## config.mk

```make
export PLATFORM = sky130hd
export DESIGN_NAME = multi_adc_serial_ctrl_flat
export DESIGN_NICKNAME = d
export VERILOG_FILES = /design/src/rtl/multi_adc_serial_ctrl_if.sv /design/src/rtl/multi_adc_serial_ctrl.sv /design/src/flat_wrapper.sv
export SDC_FILE = /design/constraint.sdc
export NUM_CORES = 1
export LEC_CHECK = 0
export ABC_AREA = 1
export ABC_CLOCK_PERIOD_IN_PS = 6670
export CORE_MARGIN = 4
export CORE_UTILIZATION = 55
export DETAILED_ROUTE_END_ITERATION = 7
export GPL_TIMING_DRIVEN = 1
export PLACE_DENSITY = 0.85
export RECOVER_POWER = 50
export SLEW_MARGIN = 20
export SYNTH_ARGS = -nofsm -noshare
export SYNTH_HDL_FRONTEND = slang
export SYNTH_SLANG_ARGS = --single-unit
```

## constraint.sdc

```tcl
create_clock -name OPB_Clk -period 6.67 [get_ports OPB_Clk]
set_clock_uncertainty 0.15 [all_clocks]
set_input_delay 2.001 -clock OPB_Clk [delete_from_list [all_inputs] [get_ports OPB_Clk]]
set_output_delay 2.001 -clock OPB_Clk [all_outputs]
set_load 0.01 [all_outputs]
```

## src/rtl/multi_adc_serial_ctrl_if.sv

```systemverilog
// Bus-side and pin-side signal bundle for multi_adc_serial_ctrl.
// The slave view belongs to the controller; the master view to the register block/bench.
interface multi_adc_serial_ctrl_if #(
   parameter int NUM_ADC = 2,
   parameter int ADDR_W  = 4,
   parameter int DATA_W  = 16
);
   logic [NUM_ADC-1:0]        cpu_req;
   logic [NUM_ADC*ADDR_W-1:0] cpu_addr;
   logic [NUM_ADC*DATA_W-1:0] cpu_data;
   logic [NUM_ADC-1:0]        cpu_ack;
   logic [NUM_ADC-1:0]        cfg_done;
   logic [NUM_ADC-1:0]        cfg_idle;
   logic [NUM_ADC-1:0]        auto_busy;
   logic [NUM_ADC-1:0]        auto_restart;
   logic [NUM_ADC-1:0]        adc_reset_req;
   logic [NUM_ADC-1:0]        sclk;
   logic [NUM_ADC-1:0]        sdata;
   logic [NUM_ADC-1:0]        sstrobe_n;
   logic [NUM_ADC-1:0]        adc_reset;
   logic [NUM_ADC-1:0]        dcm_reset;

   modport slave (
      input  cpu_req, cpu_addr, cpu_data, auto_restart, adc_reset_req,
      output cpu_ack, cfg_done, cfg_idle, auto_busy,
      output sclk, sdata, sstrobe_n, adc_reset, dcm_reset
   );

   modport master (
      output cpu_req, cpu_addr, cpu_data, auto_restart, adc_reset_req,
      input  cpu_ack, cfg_done, cfg_idle, auto_busy,
      input  sclk, sdata, sstrobe_n, adc_reset, dcm_reset
   );
endinterface

```

## src/rtl/multi_adc_serial_ctrl.sv

```systemverilog
// N-channel ADC control core: per-channel 3-wire config master, power-up autoconfig
// sequencer, CPU command handshake and DCM reset stretcher, all in the OPB_Clk domain.
module multi_adc_serial_ctrl #(
   parameter int                                   NUM_ADC   = 2,
   parameter int                                   ADDR_W    = 4,
   parameter int                                   DATA_W    = 16,
   parameter int                                   CLK_DIV   = 4,
   parameter int                                   RST_CNT_W = 8,
   parameter logic [NUM_ADC-1:0]                   AUTO_EN   = {NUM_ADC{1'b1}},
   parameter int                                   AUTO_LEN  = 2,
   parameter logic [AUTO_LEN*(ADDR_W+DATA_W)-1:0]  AUTO_TABLE = '0
) (
   input  logic                         OPB_Clk,
   input  logic                         OPB_Rst,
   multi_adc_serial_ctrl_if.slave       bus
);

   localparam int FRAME_W = ADDR_W + DATA_W;
   localparam int DIV_W   = (CLK_DIV > 1) ? $clog2(CLK_DIV) : 1;
   localparam int BIT_W   = (FRAME_W > 1) ? $clog2(FRAME_W) : 1;
   localparam int IDX_W   = (AUTO_LEN > 1) ? $clog2(AUTO_LEN) : 1;

   typedef enum logic [2:0] {
      S_IDLE,
      S_SETUP,
      S_LO,
      S_HI,
      S_HOLD
   } state_e;

   function automatic logic [FRAME_W-1:0] auto_entry(input int k);
      return AUTO_TABLE[k*FRAME_W +: FRAME_W];
   endfunction

   // Counts down toward zero and sticks there.
   function automatic logic [RST_CNT_W-1:0] sat_dec(input logic [RST_CNT_W-1:0] v);
      return (v == '0) ? '0 : v - RST_CNT_W'(1);
   endfunction

   logic [NUM_ADC-1:0] ack_v, done_v, idle_v, busy_v;
   logic [NUM_ADC-1:0] sclk_v, sdata_v, strobe_n_v, adc_rst_v, dcm_v;

   for (genvar n = 0; n < NUM_ADC; n++) begin : g_ch
      state_e               st_q, st_d;
      logic [DIV_W-1:0]     div_q, div_d;
      logic [BIT_W-1:0]     bit_q, bit_d;
      logic [FRAME_W-1:0]   frame_q, frame_d;
      logic                 start_q, start_d;
      logic                 auto_busy_q, auto_busy_d;
      logic [IDX_W-1:0]     idx_q, idx_d;
      logic                 ack_q, ack_d;
      logic                 done_q, done_d;
      logic                 sclk_q, sclk_d;
      logic                 sdata_q, sdata_d;
      logic                 strobe_n_q, strobe_n_d;
      logic                 adc_rst_q, adc_rst_d;
      logic [RST_CNT_W-1:0] dcm_q, dcm_d;
      logic                 idle;
      logic                 div_end;

      assign idle    = (st_q == S_IDLE) && !start_q && !auto_busy_q;
      assign div_end = (div_q == DIV_W'(CLK_DIV - 1));

      always_comb begin
         st_d        = st_q;
         div_d       = div_q;
         bit_d       = bit_q;
         frame_d     = frame_q;
         start_d     = start_q;
         auto_busy_d = auto_busy_q;
         idx_d       = idx_q;
         ack_d       = 1'b0;
         done_d      = 1'b0;

         case (st_q)
            S_IDLE: begin
               // Priority: running autoconfig, then a latched CPU word, then new requests;
               // a restart beats a coincident CPU request, which simply stays pending.
               if (auto_busy_q) begin
                  frame_d = auto_entry(int'(idx_q));
                  st_d    = S_SETUP;
                  div_d   = '0;
               end else if (start_q) begin
                  start_d = 1'b0;
                  st_d    = S_SETUP;
                  div_d   = '0;
               end else if (bus.auto_restart[n] && AUTO_EN[n]) begin
                  auto_busy_d = 1'b1;
                  idx_d       = '0;
               end else if (bus.cpu_req[n]) begin
                  ack_d   = 1'b1;
                  start_d = 1'b1;
                  frame_d = {bus.cpu_addr[n*ADDR_W +: ADDR_W], bus.cpu_data[n*DATA_W +: DATA_W]};
               end
            end
            S_SETUP: begin
               div_d = div_q + DIV_W'(1);
               if (div_end) begin
                  st_d  = S_LO;
                  div_d = '0;
                  bit_d = BIT_W'(FRAME_W - 1);
               end
            end
            S_LO: begin
               div_d = div_q + DIV_W'(1);
               if (div_end) begin
                  st_d  = S_HI;
                  div_d = '0;
               end
            end
            S_HI: begin
               div_d = div_q + DIV_W'(1);
               if (div_end) begin
                  div_d   = '0;
                  frame_d = {frame_q[FRAME_W-2:0], 1'b0};
                  if (bit_q == '0) begin
                     st_d = S_HOLD;
                  end else begin
                     st_d  = S_LO;
                     bit_d = bit_q - BIT_W'(1);
                  end
               end
            end
            S_HOLD: begin
               div_d = div_q + DIV_W'(1);
               if (div_end) begin
                  st_d   = S_IDLE;
                  div_d  = '0;
                  done_d = 1'b1;
                  if (auto_busy_q) begin
                     if (idx_q == IDX_W'(AUTO_LEN - 1)) auto_busy_d = 1'b0;
                     else                               idx_d = idx_q + IDX_W'(1);
                  end
               end
            end
            default: begin
               st_d  = S_IDLE;
               div_d = '0;
            end
         endcase

         // Pins are registered copies of the next state so they switch cleanly with it.
         sclk_d     = (st_d == S_HI);
         strobe_n_d = (st_d == S_IDLE);
         sdata_d    = (st_d != S_IDLE) && frame_d[FRAME_W-1];
         adc_rst_d  = bus.adc_reset_req[n];
         dcm_d      = (bus.adc_reset_req[n] || auto_busy_q) ? '1 : sat_dec(dcm_q);
      end

      always_ff @(posedge OPB_Clk) begin
         if (OPB_Rst) begin
            st_q        <= S_IDLE;
            div_q       <= '0;
            bit_q       <= '0;
            start_q     <= 1'b0;
            auto_busy_q <= AUTO_EN[n];
            idx_q       <= '0;
            ack_q       <= 1'b0;
            done_q      <= 1'b0;
            sclk_q      <= 1'b0;
            sdata_q     <= 1'b0;
            strobe_n_q  <= 1'b1;
            adc_rst_q   <= 1'b1;
            dcm_q       <= '1;
         end else begin
            st_q        <= st_d;
            div_q       <= div_d;
            bit_q       <= bit_d;
            start_q     <= start_d;
            auto_busy_q <= auto_busy_d;
            idx_q       <= idx_d;
            ack_q       <= ack_d;
            done_q      <= done_d;
            sclk_q      <= sclk_d;
            sdata_q     <= sdata_d;
            strobe_n_q  <= strobe_n_d;
            adc_rst_q   <= adc_rst_d;
            dcm_q       <= dcm_d;
         end
      end

      // Shift data needs no reset: it is always loaded before a frame starts.
      always_ff @(posedge OPB_Clk) begin
         frame_q <= frame_d;
      end

      assign ack_v[n]      = ack_q;
      assign done_v[n]     = done_q;
      assign idle_v[n]     = idle;
      assign busy_v[n]     = auto_busy_q;
      assign sclk_v[n]     = sclk_q;
      assign sdata_v[n]    = sdata_q;
      assign strobe_n_v[n] = strobe_n_q;
      assign adc_rst_v[n]  = adc_rst_q;
      assign dcm_v[n]      = (dcm_q != '0);
   end

   assign bus.cpu_ack   = ack_v;
   assign bus.cfg_done  = done_v;
   assign bus.cfg_idle  = idle_v;
   assign bus.auto_busy = busy_v;
   assign bus.sclk      = sclk_v;
   assign bus.sdata     = sdata_v;
   assign bus.sstrobe_n = strobe_n_v;
   assign bus.adc_reset = adc_rst_v;
   assign bus.dcm_reset = dcm_v;

endmodule

```

## src/flat_wrapper.sv

```systemverilog
// flat-port wrapper written by rule: the top's interface ports become plain ports
module multi_adc_serial_ctrl_flat 
#(
   parameter int                                   NUM_ADC   = 2,
   parameter int                                   ADDR_W    = 4,
   parameter int                                   DATA_W    = 16,
   parameter int                                   CLK_DIV   = 4,
   parameter int                                   RST_CNT_W = 8,
   parameter logic [NUM_ADC-1:0]                   AUTO_EN   = {NUM_ADC{1'b1}},
   parameter int                                   AUTO_LEN  = 2,
   parameter logic [AUTO_LEN*(ADDR_W+DATA_W)-1:0]  AUTO_TABLE = '0
)
  (OPB_Clk, OPB_Rst, bus_cpu_req, bus_cpu_addr, bus_cpu_data, bus_auto_restart, bus_adc_reset_req, bus_cpu_ack, bus_cfg_done, bus_cfg_idle, bus_auto_busy, bus_sclk, bus_sdata, bus_sstrobe_n, bus_adc_reset, bus_dcm_reset);
  multi_adc_serial_ctrl_if #(.NUM_ADC(NUM_ADC), .ADDR_W(ADDR_W), .DATA_W(DATA_W)) bus_i ();
  input  logic OPB_Clk;
  input  logic OPB_Rst;
  input wire logic [$bits(bus_i.cpu_req)-1:0] bus_cpu_req;
  input wire logic [$bits(bus_i.cpu_addr)-1:0] bus_cpu_addr;
  input wire logic [$bits(bus_i.cpu_data)-1:0] bus_cpu_data;
  input wire logic [$bits(bus_i.auto_restart)-1:0] bus_auto_restart;
  input wire logic [$bits(bus_i.adc_reset_req)-1:0] bus_adc_reset_req;
  output wire logic [$bits(bus_i.cpu_ack)-1:0] bus_cpu_ack;
  output wire logic [$bits(bus_i.cfg_done)-1:0] bus_cfg_done;
  output wire logic [$bits(bus_i.cfg_idle)-1:0] bus_cfg_idle;
  output wire logic [$bits(bus_i.auto_busy)-1:0] bus_auto_busy;
  output wire logic [$bits(bus_i.sclk)-1:0] bus_sclk;
  output wire logic [$bits(bus_i.sdata)-1:0] bus_sdata;
  output wire logic [$bits(bus_i.sstrobe_n)-1:0] bus_sstrobe_n;
  output wire logic [$bits(bus_i.adc_reset)-1:0] bus_adc_reset;
  output wire logic [$bits(bus_i.dcm_reset)-1:0] bus_dcm_reset;
  assign bus_i.cpu_req = bus_cpu_req;
  assign bus_i.cpu_addr = bus_cpu_addr;
  assign bus_i.cpu_data = bus_cpu_data;
  assign bus_i.auto_restart = bus_auto_restart;
  assign bus_i.adc_reset_req = bus_adc_reset_req;
  assign bus_cpu_ack = bus_i.cpu_ack;
  assign bus_cfg_done = bus_i.cfg_done;
  assign bus_cfg_idle = bus_i.cfg_idle;
  assign bus_auto_busy = bus_i.auto_busy;
  assign bus_sclk = bus_i.sclk;
  assign bus_sdata = bus_i.sdata;
  assign bus_sstrobe_n = bus_i.sstrobe_n;
  assign bus_adc_reset = bus_i.adc_reset;
  assign bus_dcm_reset = bus_i.dcm_reset;
  multi_adc_serial_ctrl #(.NUM_ADC(NUM_ADC), .ADDR_W(ADDR_W), .DATA_W(DATA_W), .CLK_DIV(CLK_DIV), .RST_CNT_W(RST_CNT_W), .AUTO_EN(AUTO_EN), .AUTO_LEN(AUTO_LEN), .AUTO_TABLE(AUTO_TABLE)) u_core (.OPB_Clk(OPB_Clk), .OPB_Rst(OPB_Rst), .bus(bus_i));
endmodule
```

==> impl_results.md <==
- Skew-Pair Late Insertion Delay: 370 ps
- Via Count: 3272
- Cell Area, Synth: 4280 sq um
- Iter 0 DRT Violations: 165
- Worst path depth: 8
- Max Fclk: 0.231 GHz
- Initial Utilization: 57.8%
- Fill count: 579
- Sequential share of the synthesized area: 52.8%
- WS Path Type: flop to output pin
- Core ar.: 7410 sq um
- Nets: 586
- Post-synth cell types: 29
- CTS H-tree lvls: 3
- Largest net degree at the start of global routing: 22
- DIE AREA: 9260 sq um
- Worst EP required: 4520 ps
- Row Count: 31
- Hold buffers post-CTS: 0
- Crit path from: u_core.g_ch[0].dcm_q[0]
- R2R Setup Slk: 4110 ps
- Setup violations, final: 0
- Clock period minus worst slack: 4330 ps
- DRC: 0
- Routability Congestion: 0.886
- Vias per cell: 5.16
- Clock buffer count from CTS: 9
- WL final: 8460 microns
- Post-Syn Nets: 535
- Synth top area cells: edfxtp_1 27%, dfxtp_1 26%, nand2_1 8.2%
- Port Buffers: 65
- Gr ovfl total: 0
- Power per Cell Area: 210 nW/um^2
- Peak supply drop: 123 uV
- Vias in the first global route: 3130
- Fraction of layout cells with a size suffix above 1: 6.54%
- Tot Pwr: 1.06 mW
- FF+latch area: 2260 sq um
- DP Area: 4880 sq um
- Crit-path cells: inv_1, ha_1, inv_1, nor2_1, nand2_1, nor2_1, nand4_1, clkdlybuf4s50_1
- Area growth syn-to-layout: 18.3%
- Arr. time, crit path: 2180 ps
- Fin crit share: 64.9%
- Clock Path Buffers: 2
- Pins Over Slew Limit: 0
- CTS root buffer: clkbuf_8
- Startpoint types: flop
- Fin area: 5070 sq um
- R2r startpoint: u_core.g_ch[1].div_q[0]
- I/O Pins: 66
- Die Ht: 96.2 microns
- FF-to-FF path depth: 6
- Initial antenna violation count: 0
- Mapped Cells: 479
- Resized cells post-CTS: 0
- Warnings, synthesis: 0
- DR WL/cell: 13.4 microns
- Max_slew headroom: 15.5%
- Total track usage: 18.9%
- Crit-path leading delay family: simple AND/OR/NAND/NOR gates
- Status: finished clean
- Die W: 96.2 microns
- CP Capture Point: bus_dcm_reset[0]
- Final hold violations: 0
- Synthesized area per cell: 8.94 sq um
- Routed Antenna Nets: 0
- Unrepaired setup endpoints after global routing: no
- Synth area leader: edfxtp_1
- CTS tree: yes
- MaxCap Viol Count: 0
- Post-CTS Setup Repair Bufs: 0
- Clock sinks: 94
- Worst path max stage delay: 550 ps
- CP Max Fanout: 5
- First-pass GRT wire length: 13600 microns
- Drt first pass iters: 4
- Yosys top cell area share: 26.6%
- Clk slew on worst S/H paths: 80 ps
- Antenna diodes: 0
- Synthesis-stage register bit count: 94
- Area taken by multi-input logic gates: 1570 sq um
- Detailed placer's ending HPWL: 6120 microns
- HP Class: flop to flop
- Setup TNS: 0 ps
- CP max-delay cell: clkdlybuf4s50_1
- Worst-margin pin slew: 1260 ps
- Worst path buffer plus inverter count: 3
- Reg2reg end: u_core.g_ch[1].frame_q[18]
- Lkg Pwr: 2.24 nW
- CP Capture Type: output pin
-- layout by cell type (no fill, tap or decap) --
cell,count
nand2_1,94
inv_1,58
dfxtp_1,56
clkdlybuf4s50_1,50
nor2_1,49
edfxtp_1,38
a22o_1,36
nand3_1,28
a21oi_1,19
o21ai_0,17
dlygate4sd3_1,15
clkbuf_8,9
ha_1,8
inv_2,7
nand4_1,6
o211ai_1,6
xor2_1,6
nor3_1,5
nor2_4,3
nand2_2,3
clkinv_1,3
o21ai_1,3
inv_6,3
nor2_2,2
or2_2,2
buf_4,2
nand3_2,1
a21boi_0,1
and2_1,1
nand3b_1,1
a21oi_4,1
clkinvlp_4,1
bufinv_16,1
-- layer usage --
| layer | vias up | GRT usage, % | share of wire [%] |
|---|---|---|---|
| met5 | - | 0 | 0 |
| met4 | 0 | 8.29 | 1.4 |
| met3 | 12 | 3.67 | 5.9 |
| met2 | 63 | 32.2 | 49 |
| met1 | 1517 | 23.0 | 44 |
| li1 | 1680 | - | - |
-- final cells by class --
cell class              count  share of cell area (%)
repair buffers             67                    13.1
clock buffers               9                    2.44
inverters                  66                    4.89
flip-flops and latches     94                    44.6
well taps                  99                    2.44
multi-input cells         292                    31.0
clock inverters             7                    1.41
-- flip-flops by register name, indices dropped and copies added, names as in the netlist, 4 cells and up --
register and flops:
u_core.g_ch.frame_q 40, u_core.g_ch.dcm_q 16, u_core.g_ch.bit_q 10, u_core.g_ch.st_q 6, u_core.g_ch.div_q 4
-- metrics by stage --
stage                     setup slack, ps  std cells  util [%]  hold WS (ps)
after floorplan                      2960        479         -           274
after detailed placement             2470        618      65.9           294
after global placement               2570        618      65.9           286
final                                2340        634      68.4           304
after global routing                 2070        634      68.4           336
after CTS                            2320        634      68.5           310
-- cells in the mapped netlist --
master	count
buf_4	19
and2_1	1
nor2_1	48
inv_2	8
a21boi_0	1
o211ai_1	6
inv_1	58
dfxtp_1	56
a21oi_1	19
nand4_1	6
a22o_1	36
nor2_2	2
edfxtp_1	38
nand3b_1	1
o21ai_1	3
a21oi_4	1
nand2_2	3
nand2_1	94
ha_1	8
o21ai_0	17
nand3_1	28
xor2_1	6
nor2_4	4
buf_6	2
nor3_1	5
clkbuf_1	2
or2_2	2
nand3_2	1
buf_2	4
-- logic make-up after synthesis --
| logic type | synth area share (%) |
|---|---|
| adder cells (fa/ha/maj) | 2.34 |
| flip-flops | 52.8 |
| AND/OR/NAND/NOR | 19.8 |
| XOR/XNOR | 1.23 |
| AO/OA/AOI/OAI | 13.5 |
| buffers and inverters | 10.3 |
-- worst min-delay path by stage --
stage	from	endpoint	depth (start not counted)
after floorplan	u_core.g_ch[0].dcm_q[0]	u_core.g_ch[0].dcm_q[0]	1
after global placement	u_core.g_ch[1].dcm_q[0]	u_core.g_ch[1].dcm_q[0]	1
after detailed placement	u_core.g_ch[0].dcm_q[0]	u_core.g_ch[0].dcm_q[0]	1
after CTS	u_core.g_ch[0].dcm_q[0]	u_core.g_ch[0].dcm_q[0]	1
after global routing	u_core.g_ch[0].dcm_q[0]	u_core.g_ch[0].dcm_q[0]	1
final	u_core.g_ch[0].dcm_q[0]	u_core.g_ch[0].dcm_q[0]	1
-- worst reg2reg max path, delay by kind of cell, from the launching register on --
kind	cells	cell delay [ps]
fa+ha+maj	1	360
flops	1	370
simple gates	2	220
compound gates	1	660
buf+inv	2	510
-- where the power goes --
part	internal [mW]	switching, mW	leakage, nW
clock	0.175	0.201	0.0957
sequential	0.616	0.00774	0.860
combinational	0.0348	0.0298	1.28
total	0.826	0.238	2.24
(Power assumes the default switching activity.)
